==> config.mk <==
export PLATFORM = sky130hd
export DESIGN_NAME = control_unit_fft_iter_lat_flat
export DESIGN_NICKNAME = d
export VERILOG_FILES = /design/src/rtl/control_unit_fft_iter_lat_if.sv /design/src/rtl/control_unit_fft_iter_lat.sv /design/src/flat_wrapper.sv
export SDC_FILE = /design/constraint.sdc
export NUM_CORES = 1
export LEC_CHECK = 0
export BUFFER_PORTS_ARGS = -buffer_cell sky130_fd_sc_hd__buf_2
export CORE_ASPECT_RATIO = 0.9
export CORE_UTILIZATION = 40
export CTS_CLUSTER_DIAMETER = 200
export DETAILED_ROUTE_END_ITERATION = 12
export PLACE_DENSITY_LB_ADDON = 0.2
export SYNTH_ARGS = -nofsm -noshare
export SYNTH_HDL_FRONTEND = slang
export SYNTH_SLANG_ARGS = --single-unit
export TNS_END_PERCENT = 50
==> constraint.sdc <==
create_clock -name CLK -period 9.9 [get_ports CLK]
set_input_delay 1.98 -clock CLK [delete_from_list [all_inputs] [get_ports CLK]]
set_output_delay 1.98 -clock CLK [all_outputs]
set_load 0.05 [all_outputs]
==> src/rtl/control_unit_fft_iter_lat_if.sv <==
// Control/status bundle between the FFT sequencer and its surroundings.
// slave = sequencer side, master = side that issues START and watches strobes.
interface control_unit_fft_iter_lat_if #(
    parameter int LayWL  = 4,
    parameter int ButtWL = 9
);
    logic              EN;
    logic              START;
    logic [LayWL-1:0]  N_LAY;
    logic              BUSY;
    logic              DONE;
    logic              ERR;
    logic              BUT_STROB;
    logic              RAM_EN_R;
    logic              RAM_EN_WR;
    logic              Wr;
    logic              ADDR_EN;
    logic              ADDR_RST;
    logic              LAY_EN;
    logic              LAST_LAY;
    logic [ButtWL-1:0] BUT_IDX;
    logic [LayWL-1:0]  LAY_IDX;

    modport slave (
        input  EN, START, N_LAY,
        output BUSY, DONE, ERR, BUT_STROB, RAM_EN_R, RAM_EN_WR, Wr,
               ADDR_EN, ADDR_RST, LAY_EN, LAST_LAY, BUT_IDX, LAY_IDX
    );

    modport master (
        output EN, START, N_LAY,
        input  BUSY, DONE, ERR, BUT_STROB, RAM_EN_R, RAM_EN_WR, Wr,
               ADDR_EN, ADDR_RST, LAY_EN, LAST_LAY, BUT_IDX, LAY_IDX
    );
endinterface

==> src/rtl/control_unit_fft_iter_lat.sv <==
// Sequencer for an in-place iterative radix-2 FFT: per butterfly it issues a read,
// waits BUT_LAT cycles for the datapath, then writes back; size is chosen at START.
module control_unit_fft_iter_lat #(
    parameter int MAX_LAYERS = 10,
    parameter int LayWL      = 4,
    parameter int ButtWL     = 9,
    parameter int BUT_LAT    = 2
) (
    input  logic                          CLK,
    input  logic                          RST,
    control_unit_fft_iter_lat_if.slave    bus
);

    typedef enum logic [2:0] {
        S_IDLE,
        S_READ,
        S_LAT,
        S_WRITE,
        S_FIN
    } state_t;

    localparam logic [3:0] LAT_LAST = (BUT_LAT > 0) ? 4'(BUT_LAT - 1) : 4'd0;

    state_t            state_q, state_d;
    logic [ButtWL-1:0] but_idx_q, but_idx_d;
    logic [LayWL-1:0]  lay_idx_q, lay_idx_d;
    logic [LayWL-1:0]  nl_q, nl_d;
    logic [ButtWL-1:0] bmax_q, bmax_d;
    logic [3:0]        lat_cnt_q, lat_cnt_d;
    logic              last_lay_q, last_lay_d;

    logic n_legal;
    logic layer_end;
    logic final_layer;
    logic fire;
    logic wr_fire;

    // Index of the last butterfly in a layer of an N = 2^n point transform.
    function automatic logic [ButtWL-1:0] bmax_of(input logic [LayWL-1:0] n);
        logic [ButtWL:0] pw;
        pw = (ButtWL + 1)'(1) << (n - LayWL'(1));
        return ButtWL'(pw - (ButtWL + 1)'(1));
    endfunction

    assign n_legal     = (bus.N_LAY != '0) && (bus.N_LAY <= LayWL'(MAX_LAYERS));
    assign layer_end   = (but_idx_q == bmax_q);
    assign final_layer = (lay_idx_q == nl_q - LayWL'(1));

    always_ff @(posedge CLK) begin
        if (RST) begin
            state_q    <= S_IDLE;
            but_idx_q  <= '0;
            lay_idx_q  <= '0;
            nl_q       <= '0;
            bmax_q     <= '0;
            lat_cnt_q  <= '0;
            last_lay_q <= 1'b0;
        end else begin
            state_q    <= state_d;
            but_idx_q  <= but_idx_d;
            lay_idx_q  <= lay_idx_d;
            nl_q       <= nl_d;
            bmax_q     <= bmax_d;
            lat_cnt_q  <= lat_cnt_d;
            last_lay_q <= last_lay_d;
        end
    end

    always_comb begin
        state_d   = state_q;
        but_idx_d = but_idx_q;
        lay_idx_d = lay_idx_q;
        nl_d      = nl_q;
        bmax_d    = bmax_q;
        lat_cnt_d = lat_cnt_q;

        // With EN low every register simply holds, which freezes the whole schedule.
        if (bus.EN) begin
            case (state_q)
                S_IDLE: begin
                    if (bus.START && n_legal) begin
                        nl_d    = bus.N_LAY;
                        bmax_d  = bmax_of(bus.N_LAY);
                        state_d = S_READ;
                    end
                end
                S_READ: begin
                    lat_cnt_d = '0;
                    state_d   = (BUT_LAT > 0) ? S_LAT : S_WRITE;
                end
                S_LAT: begin
                    if (lat_cnt_q == LAT_LAST) begin
                        state_d = S_WRITE;
                    end else begin
                        lat_cnt_d = lat_cnt_q + 4'd1;
                    end
                end
                S_WRITE: begin
                    if (!layer_end) begin
                        but_idx_d = but_idx_q + ButtWL'(1);
                        state_d   = S_READ;
                    end else if (!final_layer) begin
                        but_idx_d = '0;
                        lay_idx_d = lay_idx_q + LayWL'(1);
                        state_d   = S_READ;
                    end else begin
                        state_d = S_FIN;
                    end
                end
                S_FIN: begin
                    state_d = S_IDLE;
                end
                default: begin
                    state_d = S_IDLE;
                end
            endcase
        end

        // Indices read as zero whenever the sequencer rests in IDLE.
        if (state_d == S_IDLE) begin
            but_idx_d = '0;
            lay_idx_d = '0;
        end

        last_lay_d = ((state_d == S_READ) || (state_d == S_LAT) || (state_d == S_WRITE)) &&
                     (lay_idx_d == nl_d - LayWL'(1));
    end

    // Pulses are suppressed on frozen cycles and on the reset cycle itself.
    assign fire    = bus.EN && !RST;
    assign wr_fire = fire && (state_q == S_WRITE);

    always_comb begin
        bus.BUSY      = (state_q != S_IDLE);
        bus.ADDR_RST  = (state_q == S_IDLE);
        bus.BUT_STROB = fire && (state_q == S_READ);
        bus.RAM_EN_R  = fire && (state_q == S_READ);
        bus.RAM_EN_WR = wr_fire;
        bus.Wr        = wr_fire;
        bus.ADDR_EN   = wr_fire;
        bus.LAY_EN    = wr_fire && layer_end && !final_layer;
        bus.DONE      = fire && (state_q == S_FIN);
        bus.ERR       = fire && (state_q == S_IDLE) && bus.START && !n_legal;
        bus.LAST_LAY  = last_lay_q;
        bus.BUT_IDX   = but_idx_q;
        bus.LAY_IDX   = lay_idx_q;
    end

endmodule

==> src/flat_wrapper.sv <==
// flat-port wrapper written by rule: the top's interface ports become plain ports
module control_unit_fft_iter_lat_flat 
#(
    parameter int MAX_LAYERS = 10,
    parameter int LayWL      = 4,
    parameter int ButtWL     = 9,
    parameter int BUT_LAT    = 2
)
  (CLK, RST, bus_EN, bus_START, bus_N_LAY, bus_BUSY, bus_DONE, bus_ERR, bus_BUT_STROB, bus_RAM_EN_R, bus_RAM_EN_WR, bus_Wr, bus_ADDR_EN, bus_ADDR_RST, bus_LAY_EN, bus_LAST_LAY, bus_BUT_IDX, bus_LAY_IDX);
  control_unit_fft_iter_lat_if #(.LayWL(LayWL), .ButtWL(ButtWL)) bus_i ();
  input  logic CLK;
  input  logic RST;
  input wire logic [$bits(bus_i.EN)-1:0] bus_EN;
  input wire logic [$bits(bus_i.START)-1:0] bus_START;
  input wire logic [$bits(bus_i.N_LAY)-1:0] bus_N_LAY;
  output wire logic [$bits(bus_i.BUSY)-1:0] bus_BUSY;
  output wire logic [$bits(bus_i.DONE)-1:0] bus_DONE;
  output wire logic [$bits(bus_i.ERR)-1:0] bus_ERR;
  output wire logic [$bits(bus_i.BUT_STROB)-1:0] bus_BUT_STROB;
  output wire logic [$bits(bus_i.RAM_EN_R)-1:0] bus_RAM_EN_R;
  output wire logic [$bits(bus_i.RAM_EN_WR)-1:0] bus_RAM_EN_WR;
  output wire logic [$bits(bus_i.Wr)-1:0] bus_Wr;
  output wire logic [$bits(bus_i.ADDR_EN)-1:0] bus_ADDR_EN;
  output wire logic [$bits(bus_i.ADDR_RST)-1:0] bus_ADDR_RST;
  output wire logic [$bits(bus_i.LAY_EN)-1:0] bus_LAY_EN;
  output wire logic [$bits(bus_i.LAST_LAY)-1:0] bus_LAST_LAY;
  output wire logic [$bits(bus_i.BUT_IDX)-1:0] bus_BUT_IDX;
  output wire logic [$bits(bus_i.LAY_IDX)-1:0] bus_LAY_IDX;
  assign bus_i.EN = bus_EN;
  assign bus_i.START = bus_START;
  assign bus_i.N_LAY = bus_N_LAY;
  assign bus_BUSY = bus_i.BUSY;
  assign bus_DONE = bus_i.DONE;
  assign bus_ERR = bus_i.ERR;
  assign bus_BUT_STROB = bus_i.BUT_STROB;
  assign bus_RAM_EN_R = bus_i.RAM_EN_R;
  assign bus_RAM_EN_WR = bus_i.RAM_EN_WR;
  assign bus_Wr = bus_i.Wr;
  assign bus_ADDR_EN = bus_i.ADDR_EN;
  assign bus_ADDR_RST = bus_i.ADDR_RST;
  assign bus_LAY_EN = bus_i.LAY_EN;
  assign bus_LAST_LAY = bus_i.LAST_LAY;
  assign bus_BUT_IDX = bus_i.BUT_IDX;
  assign bus_LAY_IDX = bus_i.LAY_IDX;
  control_unit_fft_iter_lat #(.MAX_LAYERS(MAX_LAYERS), .LayWL(LayWL), .ButtWL(ButtWL), .BUT_LAT(BUT_LAT)) u_core (.CLK(CLK), .RST(RST), .bus(bus_i));
endmodule
==> results.py <==
metrics = {
    "status": {
        "status": "complete, no violations",
    },
    "floorplan": {
        "dieArea_mm2": 0.006185,
        "die_w_um": 82.79,
        "num_rows": 26,
        "io_pins": 32,
        "die_h_um": 74.71,
        "core_mm2": 0.005660,
        "initial_core_util_pct": 41.51,
    },
    "critical_path": {
        "arrival_ns": 3.43,
        "startpoint_type": "input port",
        "required_ns": 7.92,
        "timing_worst_setup_path_type": "input port to primary output",
        "critPathCaptureType": "primary output",
        "crit_fanout": 12,
    },
    "timing": {
        "final.setup.tns_ns": 0,
        "clock.fmax_ghz": 0.1850,
        "rsz0062_at_grt": "false",
        "slew_headroom_pct": 62.82,
        "setup_viol": 0,
        "fin_crit_ns": 5.405,
        "drv_slew": 0,
        "fin_crit_sh_pct": 54.60,
        "fin_skew_ns": 0.005014,
        "hold_violations": 0,
        "worst_pin_slew_ns": 0.5540,
        "hold_ws_ns": 0.5157,
    },
    "placed_design": {
        "dp.cells": 381,
        "hpwl_um": 3964,
        "port-buffer-count": 31,
        "gp_congestion": 0.8608,
        "post_dp_cell_area_mm2": 0.002492,
    },
    "logic_synthesis": {
        "yosysSeqAreaShare_pct": 28.97,
        "avgSynthCellArea_um2": 7.755,
        "synth_ff_type": "dfxtp_1",
        "synth_seq_cells": 34,
        "netlist_top_cells_count": "46 x nor2_1, 34 x dfxtp_1, 21 x nand2_1",
        "yosysWarnings": 0,
        "ys_types": 52,
        "synth_cells": 303,
        "synthesis.nets": 320,
        "synth_most_common_cell": "nor2_1",
        "synthArstFlopShare_pct": 0,
        "yosysTopAreaCellShare_pct": 28.97,
        "synth_edf_count": 0,
        "yosys.area.top_type": "dfxtp_1",
        "ys_top_cells_by_area": "dfxtp_1 29%, nor2_1 7.3%, xnor2_1 6.7%",
        "syn_area_mm2": 0.002350,
    },
    "clock_network": {
        "cts_resized": 0,
        "postCtsHoldBufs": 0,
        "cts_htree_levels": 2,
        "postCtsSetupBuffers": 0,
        "cts_sinks": 34,
        "cts_tree": "built",
        "cts-root-buf": "clkbuf_8",
        "clk_latency_ns": 0.28,
        "tritoncts.num_buffers": 5,
        "clockBufferDepth": 2,
        "cts.clk_slew.worst_paths_ns": 0.06,
    },
    "global_route": {
        "grt.total_usage_pct": 18.34,
        "grt_pass1_wl_um": 8680,
        "grt-ovfl-total": 0,
        "antenna_found_initial": 0,
        "grt_max_degree": 28,
        "grt_pass1_vias": 1916,
    },
    "routing": {
        "viasPerCell": 5.371,
        "drtIter0Drc": 142,
        "drt_pre_antenna_iters": 5,
        "routedWlPerCell_um": 13.44,
        "route.vias.total": 2084,
        "drc": 0,
        "wl_um": 5215,
        "ant_nets": 0,
    },
    "cells_and_area": {
        "fin_nets": 335,
        "drive_above_1_share_pct": 15.72,
        "fin_area_mm2": 0.002571,
        "regArea_um2": 680.7,
        "multiInputGateArea_mm2": 0.001505,
        "fill_cells": 601,
        "syn_to_final_growth_pct": 9.425,
        "final_cells": 388,
        "n_antenna_cell": 0,
    },
    "min_path": {
        "hold_class": "register to register",
    },
    "pwr": {
        "peakVddDrop_mv": 0.06651,
        "p_total_uw": 299.2,
        "power_density_mw_per_mm2": 116.4,
        "leakage_uw": 0.0009798,
    },
    "flow_run": {
        "drv_cap": 0,
    },
}
-- metal layers --
layer,share of wire (%),global-route usage (%)
met5,0,0
met4,0.36,4.023
met3,3.6,3.636
met2,47,31.51
met1,49,23.76
-- state kept, by name, summed over array words and instances, names as in the netlist --
register	count
u_core.bus.LAY_IDX	4
u_core.bus.BUT_IDX	9
u_core.bus.LAST_LAY	1
u_core.bmax_q	9
u_core.state_q	3
u_core.nl_q	4
u_core.lat_cnt_q	4
-- power breakdown --
part           switching (µW)  leakage, µW  internal [µW]  total (µW)
Sequential               4.29     0.000276            141         145
Clock                    47.1    0.0000438           47.1        94.2
Combinational            38.3     0.000660           21.7        60.0
-- metrics by stage --
stage	utilization [%]	setup WS, ns
after CTS	45.42	4.533
final	45.42	4.495
after global routing	45.42	4.309
after floorplan	-	3.644
after detailed placement	44.03	4.530
after global placement	44.03	4.596
-- path summary, 6_finish.rpt --
| check | start | to | slack (ns) | depth (start not counted) |
|---|---|---|---|---|
| setup / recovery | bus_EN | bus_LAY_EN | 4.49 | 6 |
| hold / removal | u_core.lat_cnt_q[1] | u_core.lat_cnt_q[1] | 0.52 | 2 |
| setup reg to reg | u_core.state_q[1] | u_core.bus.LAST_LAY | 6.92 | 9 |
| hold reg to reg | u_core.lat_cnt_q[1] | u_core.lat_cnt_q[1] | 0.52 | 2 |
-- critical path: stages --
cell and delay (ns):
buf_2 0.20, nand4b_1 0.28, a21oi_1 0.39, nand2_1 0.19
nor2_1 0.11, buf_2 0.26
-- kinds of logic after synthesis --
family / Yosys count / share of synthesized area, %
AO/OA/AOI/OAI: 64 / 19.65
XOR/XNOR: 35 / 14.27
adder cells (fa/ha/maj): 9 / 4.792
buffers and inverters: 39 / 6.976
flip-flops: 34 / 28.97
multiplexers: 2 / 0.8520
AND/OR/NAND/NOR: 120 / 24.49
-- placed cells by master, fill, tap and decap left out, drive strengths merged, types with 3 or more instances in the layout --
master and instances:
a211oi 4, a21o 3, a21oi 17, a221oi 3, a311oi 6, a31oi 3, buf 32, clkbuf 5
dfxtp 34, ha 9, inv 15, nand2 21, nand3 10, nand4 5, nor2 46, nor3 18
nor4 6, o21ai 14, o22ai 3, xnor2 18, xor2 15
-- final cells by class --
type | instances | area share (%)
well taps | 70 | 3.406
inverters | 15 | 2.190
repair buffers | 32 | 6.326
multi-input cells | 230 | 58.54
clock buffers | 5 | 2.676
clock inverters | 2 | 0.3893
flip-flops and latches | 34 | 26.47
No activity file was read; power rests on OpenSTA's default activity.
